`src/rtl/wi23_defs.sv`:
```
// Shared WI23 instruction-memory geometry and opcode encoding.
package wi23_defs;

  localparam int IMEM_DEPTH = 8;
  localparam int IMEM_WIDTH = 16;

  localparam int OPC_MSB = 15;
  localparam int OPC_LSB = 11;
  localparam logic [OPC_MSB-OPC_LSB:0] OPC_HALT = 5'b11111;

  function automatic logic is_halt(input logic [IMEM_WIDTH-1:0] inst);
    return inst[OPC_MSB:OPC_LSB] == OPC_HALT;
  endfunction

endpackage

```
`src/rtl/ifetch_fifo.sv`:
```
// Two-entry buffer between fetch and decode; zero-latency head, synchronous flush.
module ifetch_fifo #(
  parameter int W = 24
) (
  input  logic         clk,
  input  logic         rst_n,
  input  logic         push_i,
  input  logic         pop_i,
  input  logic         flush_i,
  input  logic [W-1:0] din_i,
  output logic         full_o,
  output logic         empty_o,
  output logic [W-1:0] head_o
);

  logic [W-1:0] mem_q [2];
  logic         wr_q, rd_q;
  logic [1:0]   cnt_q, cnt_d;

  assign full_o  = (cnt_q == 2'd2);
  assign empty_o = (cnt_q == 2'd0);
  assign head_o  = mem_q[rd_q];

  always_comb begin
    cnt_d = cnt_q;
    if (push_i && !pop_i)      cnt_d = cnt_q + 2'd1;
    else if (!push_i && pop_i) cnt_d = cnt_q - 2'd1;
  end

  always_ff @(posedge clk or negedge rst_n) begin
    if (!rst_n) begin
      cnt_q <= 2'd0;
      wr_q  <= 1'b0;
      rd_q  <= 1'b0;
    end else if (flush_i) begin
      cnt_q <= 2'd0;
      wr_q  <= 1'b0;
      rd_q  <= 1'b0;
    end else begin
      cnt_q <= cnt_d;
      if (push_i) wr_q <= ~wr_q;
      if (pop_i)  rd_q <= ~rd_q;
    end
  end

  // Payload needs no reset: it is only observed through a nonzero count.
  always_ff @(posedge clk) begin
    if (push_i && !flush_i) mem_q[wr_q] <= din_i;
  end

endmodule

```
`src/rtl/ifetch.sv`:
```
// Instruction fetch: registered PC, 2-entry fetch buffer, redirect, optional HALT stop.
// Optional feature: define IFETCH_HALT_DETECT_EN to stop fetching after a HALT opcode.
module ifetch
  import wi23_defs::*;
#(
  parameter logic [IMEM_DEPTH-1:0] RESET_PC = '0
) (
  input  logic                  clk,
  input  logic                  rst_n,
  output logic [IMEM_DEPTH-1:0] addr_o,
  input  logic [IMEM_WIDTH-1:0] inst_i,
  input  logic                  redirect_i,
  input  logic [IMEM_DEPTH-1:0] redirect_pc_i,
  output logic [IMEM_WIDTH-1:0] inst_o,
  output logic [IMEM_DEPTH-1:0] pc_o,
  output logic                  valid_o,
  input  logic                  ready_i,
  output logic                  halted_o
);

  logic [IMEM_DEPTH-1:0]            pc_q, pc_d;
  logic                             fifo_full, fifo_empty;
  logic                             push, pop, halted;
  logic [IMEM_WIDTH+IMEM_DEPTH-1:0] head;

  assign valid_o = !fifo_empty;
  assign pop     = valid_o && ready_i && !redirect_i;
  // A full buffer still accepts a new word when its head leaves in the same cycle.
  assign push    = (!fifo_full || pop) && !halted && !redirect_i;

  always_comb begin
    pc_d = pc_q;
    if (redirect_i) pc_d = redirect_pc_i;
    else if (push)  pc_d = pc_q + 1'b1;
  end

  always_ff @(posedge clk or negedge rst_n) begin
    if (!rst_n) pc_q <= RESET_PC;
    else        pc_q <= pc_d;
  end

`ifdef IFETCH_HALT_DETECT_EN
  logic halted_q, halted_d;

  always_comb begin
    halted_d = halted_q;
    if (redirect_i)                   halted_d = 1'b0;
    else if (push && is_halt(inst_i)) halted_d = 1'b1;
  end

  always_ff @(posedge clk or negedge rst_n) begin
    if (!rst_n) halted_q <= 1'b0;
    else        halted_q <= halted_d;
  end

  assign halted = halted_q;
`else
  assign halted = 1'b0;
`endif

  assign halted_o = halted;
  assign addr_o   = pc_q;
  assign inst_o   = head[IMEM_WIDTH+IMEM_DEPTH-1:IMEM_DEPTH];
  assign pc_o     = head[IMEM_DEPTH-1:0];

  ifetch_fifo #(.W(IMEM_WIDTH + IMEM_DEPTH)) u_fifo (
    .clk     (clk),
    .rst_n   (rst_n),
    .push_i  (push),
    .pop_i   (pop),
    .flush_i (redirect_i),
    .din_i   ({inst_i, pc_q}),
    .full_o  (fifo_full),
    .empty_o (fifo_empty),
    .head_o  (head)
  );

endmodule

```
`config.mk`:
```
export PLATFORM = sky130hd
export DESIGN_NAME = ifetch
export DESIGN_NICKNAME = d
export VERILOG_FILES = /design/src/rtl/wi23_defs.sv /design/src/rtl/ifetch_fifo.sv /design/src/rtl/ifetch.sv
export SDC_FILE = /design/constraint.sdc
export NUM_CORES = 1
export LEC_CHECK = 0
export ABC_AREA = 1
export CAP_MARGIN = 40
export CORE_UTILIZATION = 40
export DETAILED_ROUTE_END_ITERATION = 8
export GPL_TIMING_DRIVEN = 0
export PLACE_DENSITY_LB_ADDON = 0.05
export SETUP_SLACK_MARGIN = 0.3
export SLEW_MARGIN = 30
export SYNTH_ARGS = -nofsm -noshare
export SYNTH_HDL_FRONTEND = slang
export SYNTH_SLANG_ARGS = --single-unit
```
`constraint.sdc`:
```
create_clock -name clk -period 2.75 [get_ports clk]
set_input_delay 0.6875 -clock clk [delete_from_list [all_inputs] [get_ports clk]]
set_output_delay 0.6875 -clock clk [all_outputs]
set_load 0.03 [all_outputs]
```
# After elaboration in Yosys (flattened, before gate mapping)
# Memories as Yosys holds them, arrays and structs flattened.
# Cells that the tools add are included.
# word_totals
reg_bits,12
ram_bits,48
in_bits,28
out_inout_bits,34
wordCells,38
memories,1
# op_classes
add_sub_neg,3
eq_ne,1
mux,11
bitwise,2
n_reduce_logical,16
# mem_list
name,depth,width,rd,rd_clocked_by_memory_dff,wr,line_no,rtl
u_fifo.mem_q,2,24,1,0,1,ifetch_fifo.sv:16,logic [W-1:0] mem_q [2];
# op_table
cell,count
$mux W8,2
$add A8 B1 Y8 const B,1
$logic_and A1 B1 Y1,6
$mux W1,6
$mux W2,3
$logic_not A1 Y1,5
$reduce_bool A2 Y1,2
$reduce_bool A3 Y1,1
$add A2 B1 Y2 const B,1
$eq A2 B2 Y1 const B,1
$logic_not A2 Y1,1
$not A1 Y1,2
$sub A2 B1 Y2 const B,1
$logic_or A1 B1 Y1,1

# Logic depth before layout (Yosys ltp)
# logic_depth
depth_word,11
depth_mapped,7
ltp_nobuf,7

# Cells and area by module
# From an unflattened synthesis, not the netlist that was laid out.
# hier_totals
cells_unflattened,198
area_unflattened_um2,2646.3
# modules_own_cells
module,n_inst,cells_each,area_each_um2,seq_area_each_um2
ifetch_fifo,1,108,2054.5,1541.5
ifetch,1,90,591.8,200.2

# Least setup slack after synthesis
# Ideal clock, no wire load.
# synth_path
kind,input to register
start,input port redirect_i
end,memory u_fifo.mem_q[1][0] (enable)
arrival_time_ps,2044
setup_slack_ps,302
path_stages,4
path_buffers,1
cell_sequence,buf_6 > o21ai_2 > nand2_2 > nor2_1
# synth_between
elab_chain_cells,7
# synth_lines
element,line_no,rtl
"start, declared",ifetch.sv:12,"input logic redirect_i,"
$logic_not A1 Y1 *,"ifetch_fifo.sv:48, ifetch.sv:27, ifetch.sv:29",
$logic_and A1 B1 Y1,ifetch.sv:27,assign pop = valid_o && ready_i && !redirect_i;
$logic_or A1 B1 Y1,ifetch.sv:29,assign push = (!fifo_full || pop) && !halted && !redirect_i;
$logic_and A1 B1 Y1,ifetch.sv:29,
$logic_and A1 B1 Y1 *,ifetch_fifo.sv:48,if (push_i && !flush_i) mem_q[wr_q] <= din_i;
$mux W1 *,ifetch_fifo.sv:48,
$mux W1 (not written as such) *,ifetch_fifo.sv:48,
"end, declared",ifetch_fifo.sv:16,
# Mark *: on every way between the ends. The rest lies on a longest branch, timed or not.

# Worst setup path in the final report
# layout_path
start,register u_fifo.rd_q
end,output port inst_o[4]
# layout_between
elab_chain_cells,1
# layout_lines
element,line_no,rtl
"start, declared",ifetch_fifo.sv:17,"logic wr_q, rd_q;"
"start signal, assigned",ifetch_fifo.sv:42,if (pop_i) rd_q <= ~rd_q;
$mem_v2 Z2 W24,--,
"end, declared",ifetch.sv:14,"output logic [IMEM_WIDTH-1:0] inst_o,"
# Every way passes these cells.

==> key figures <==
Finish
  – Fill cells: 518
  – Final Util: 0.555
  – Area delta synth->final: 33.1%
  – N_diodes: 0
  – Nets: 320
  – Post-route design area: 3300 µm²
  – Layout cells sized above 1: 0.179

Worst setup path
  – Worst Setup End Kind: primary output
  – Crit-path max FO: 10
  – Critical path class: flop to primary output
  – Worst EP required: 2.06 ns
  – CP startpoint kind: flop
  – WP data arrival: 1.65 ns

STA
  – Unrepaired setup endpoints after global routing: no
  – Setup ws final: 0.409 ns
  – Fin crit share: 0.851
  – Setup TNS: 0 ns
  – Final Max Slew Viols: 0
  – Actual slew at the worst max-slew pin: 0.727 ns
  – Crit path time final: 2.34 ns
  – Max_slew headroom: 0.514
  – Final hold vios: 0
  – Final setup viols: 0
  – Setup Skew: 0.00571 ns
  – Fmax: 0.427 GHz

Placed design
  – DP HPWL: 2990 µm
  – # port buffers: 59
  – Placed Area: 3210 µm²
  – Placer Congestion: 0.725
  – Worst slack at placement: 0.227 ns

Floorplanning
  – Die Y: 80.8 µm
  – Top-level port count: 62
  – Die W: 80.8 µm
  – Initial Util: 0.417
  – Row count: 28
  – Die ar.: 6520 µm²
  – Core Region: 5960 µm²

GRT
  – Total track usage: 0.153
  – Initial antenna violation count: 0
  – Remaining global-route overflow: 0
  – Vias in the first global route: 1,535
  – Largest net degree at the start of global routing: 26
  – First-pass GRT wire length: 7210 µm

Hold path
  – Worst min path class: flop to flop

Synthesis
  – Post-synth EDFFs: 48
  – Net Count, Synth: 249
  – Most frequent cell after synthesis: nand2_1
  – XOR/XNOR Fraction of Synth Area: 0.00706
  – Syn. warnings: 0
  – Largest family of logic cells by synthesized area: simple AND/OR/NAND/NOR gates
  – Post-synthesis adder-cell area fraction: 0.00504
  – Compound-cell area share of the yosys netlist: 0.0328
  – Multiplexer share of the synthesized area: 0
  – Post-synth top flop: edfxtp_1
  – Sequential element share of the synthesized area: 0.702
  – Synth area leaders: edfxtp_1, nand2_1, dfrtp_1
  – Post-Synth Simple-Gate Area: 0.218
  – FFs w/ async S/R, synth: 0.200
  – Cell count after synthesis: 220
  – Synth top cells by count: nand2_1, edfxtp_1, dfrtp_1
  – Cell taking the most area after synthesis: edfxtp_1
  – Avg Inst Size Synth: 11.3 µm²
  – Synthesized cell area: 2480 µm²
  – Seq cells post-synth: 60
  – Synth top area share: 0.581
  – Synth cell types: 31

Power and ir drop
  – Seq pwr share: 0.491
  – Leakage: 1.38 nW
  – Clock share of power: 0.313
  – Int Power: 0.00164 W
  – Sw Ratio: 0.274
  – Comb power frac: 0.196
  – Pwr dens: 685 nW/µm²
  – Maximum VDD drop: 0.322 mV
  – Sw Pwr: 0.000620 W

Clocking
  – Total CTS buffers: 9
  – CTS tree: built
  – Post-cts hold buffer count: 0
  – Clk root buf: clkbuf_8
  – Reg clk slew, reported paths: 0.06 ns
  – H-tree levels: 3
  – Clock sinks: 60
  – Clock latency at the later pin of the worst-skew pair: 0.32 ns
  – Clock Path Buffers: 2
  – # Post-CTS Setup Buffers: 0

Drt
  – WL per Instance: 12.1 µm
  – Via count: 1,689
  – Initial drt markers: 58
  – DR pass1 iterations: 4
  – DRC viols: 0
  – Detail Route Antenna Nets: 0
  – Total wire length: 4470 µm
  – Number of vias per cell: 4.55

Outcome
  – Status: complete, no violations

Run
  – Number of max-cap violations: 0
-- cell families after synthesis --
| logic type | count (synthesis) |
|---|---|
| other | 1 |
| buffers and inverters | 17 |
| xor gates and xnor gates | 2 |
| DFF | 60 |
| AOI/OAI and AO/OA | 12 |
| adders and majority gates | 1 |
| and+or+nand+nor | 127 |
-- stage by stage --
stage / total power, W / cells / hold slack (ns)
floorplan: 0.00139 / 220 / 0.392
global placement: 0.00160 / 354 / 0.529
detailed placement: 0.00161 / 355 / 0.539
CTS: 0.00230 / 371 / 0.554
global route: 0.00237 / 371 / 0.577
finish: 0.00226 / 371 / 0.550
-- power by group through the flow --
| stage | logic (W) | clock network, W | registers [W] |
|---|---|---|---|
| global placement | 0.000474 | 0 | 0.00113 |
| global route | 0.000482 | 0.000765 | 0.00112 |
| floorplan | 0.000242 | 0 | 0.00115 |
| CTS | 0.000462 | 0.000725 | 0.00111 |
| finish | 0.000443 | 0.000708 | 0.00111 |
| detailed placement | 0.000485 | 0 | 0.00113 |
-- sequential cells by signal, indices dropped and copies added (netlist names) --
name / flops
u_fifo.cnt_q: 2
u_fifo.wr_q: 1
u_fifo.rd_q: 1
u_fifo.mem_q: 48
addr_o: 8
-- critical path: stages, from the launching register on --
cell and delay (ns):
dfrtp_1 0.35, buf_2 0.16, inv_2 0.13, buf_2 0.26
nand2_1 0.08, nand2_1 0.06, clkdlybuf4s15_2 0.29
-- routing by layer --
metal / track usage / share of wire
met1: 0.189 / 0.45
met2: 0.247 / 0.47
met3: 0.0382 / 0.065
met4: 0.0804 / 0.013
met5: 0 / 0
-- what timing repair did --
item,4_1_cts,5_1_grt
cloned,0,0
pin swaps,0,0
endpoints found under the setup margin,24,18
gates resized for setup,44,19
-- cell type report --
class | instances | area (µm²) | share of cell area
Clock inverter | 3 | 37.5 | 0.0114
Timing Repair Buffer | 60 | 536 | 0.162
Clock buffer | 13 | 139 | 0.0420
Multi-Input combinational cell | 143 | 669 | 0.203
Tap cell | 75 | 93.8 | 0.0284
Sequential cell | 60 | 1740 | 0.527
Buffer | 7 | 46.3 | 0.0140
Inverter | 10 | 40.0 | 0.0121
-- placed cells by master, fill, tap and decap left out, types with 3 or more instances in the layout --
cell type,Yosys,layout
dlygate4sd2_1,0,5
o21bai_1,3,3
nand2_1,97,97
clkbuf_1,0,4
nor2_1,8,7
inv_2,5,5
edfxtp_1,48,48
nor3_1,3,3
clkbuf_8,0,9
dfrtp_1,12,12
buf_2,5,4
nand3_1,10,10
inv_1,4,4
clkbuf_2,0,16
clkdlybuf4s50_1,0,35
clkdlybuf4s15_2,0,3
-- path summary, 6_finish.rpt --
check	startpoint	slack (ns)	endpoint	cells after the start
setup / recovery	u_fifo.rd_q	0.41	inst_o[4]	6
hold / removal	addr_o[7]	0.55	u_fifo.mem_q[1][7]	0
setup reg to reg	u_fifo.cnt_q[1]	1.08	u_fifo.mem_q[0][16]	5
hold reg to reg	addr_o[7]	0.55	u_fifo.mem_q[1][7]	0
max in group asynchronous	rst_n	1.63	addr_o[2]	1
min in group asynchronous	rst_n	0.74	addr_o[5]	1
(Power assumes the default switching activity.)
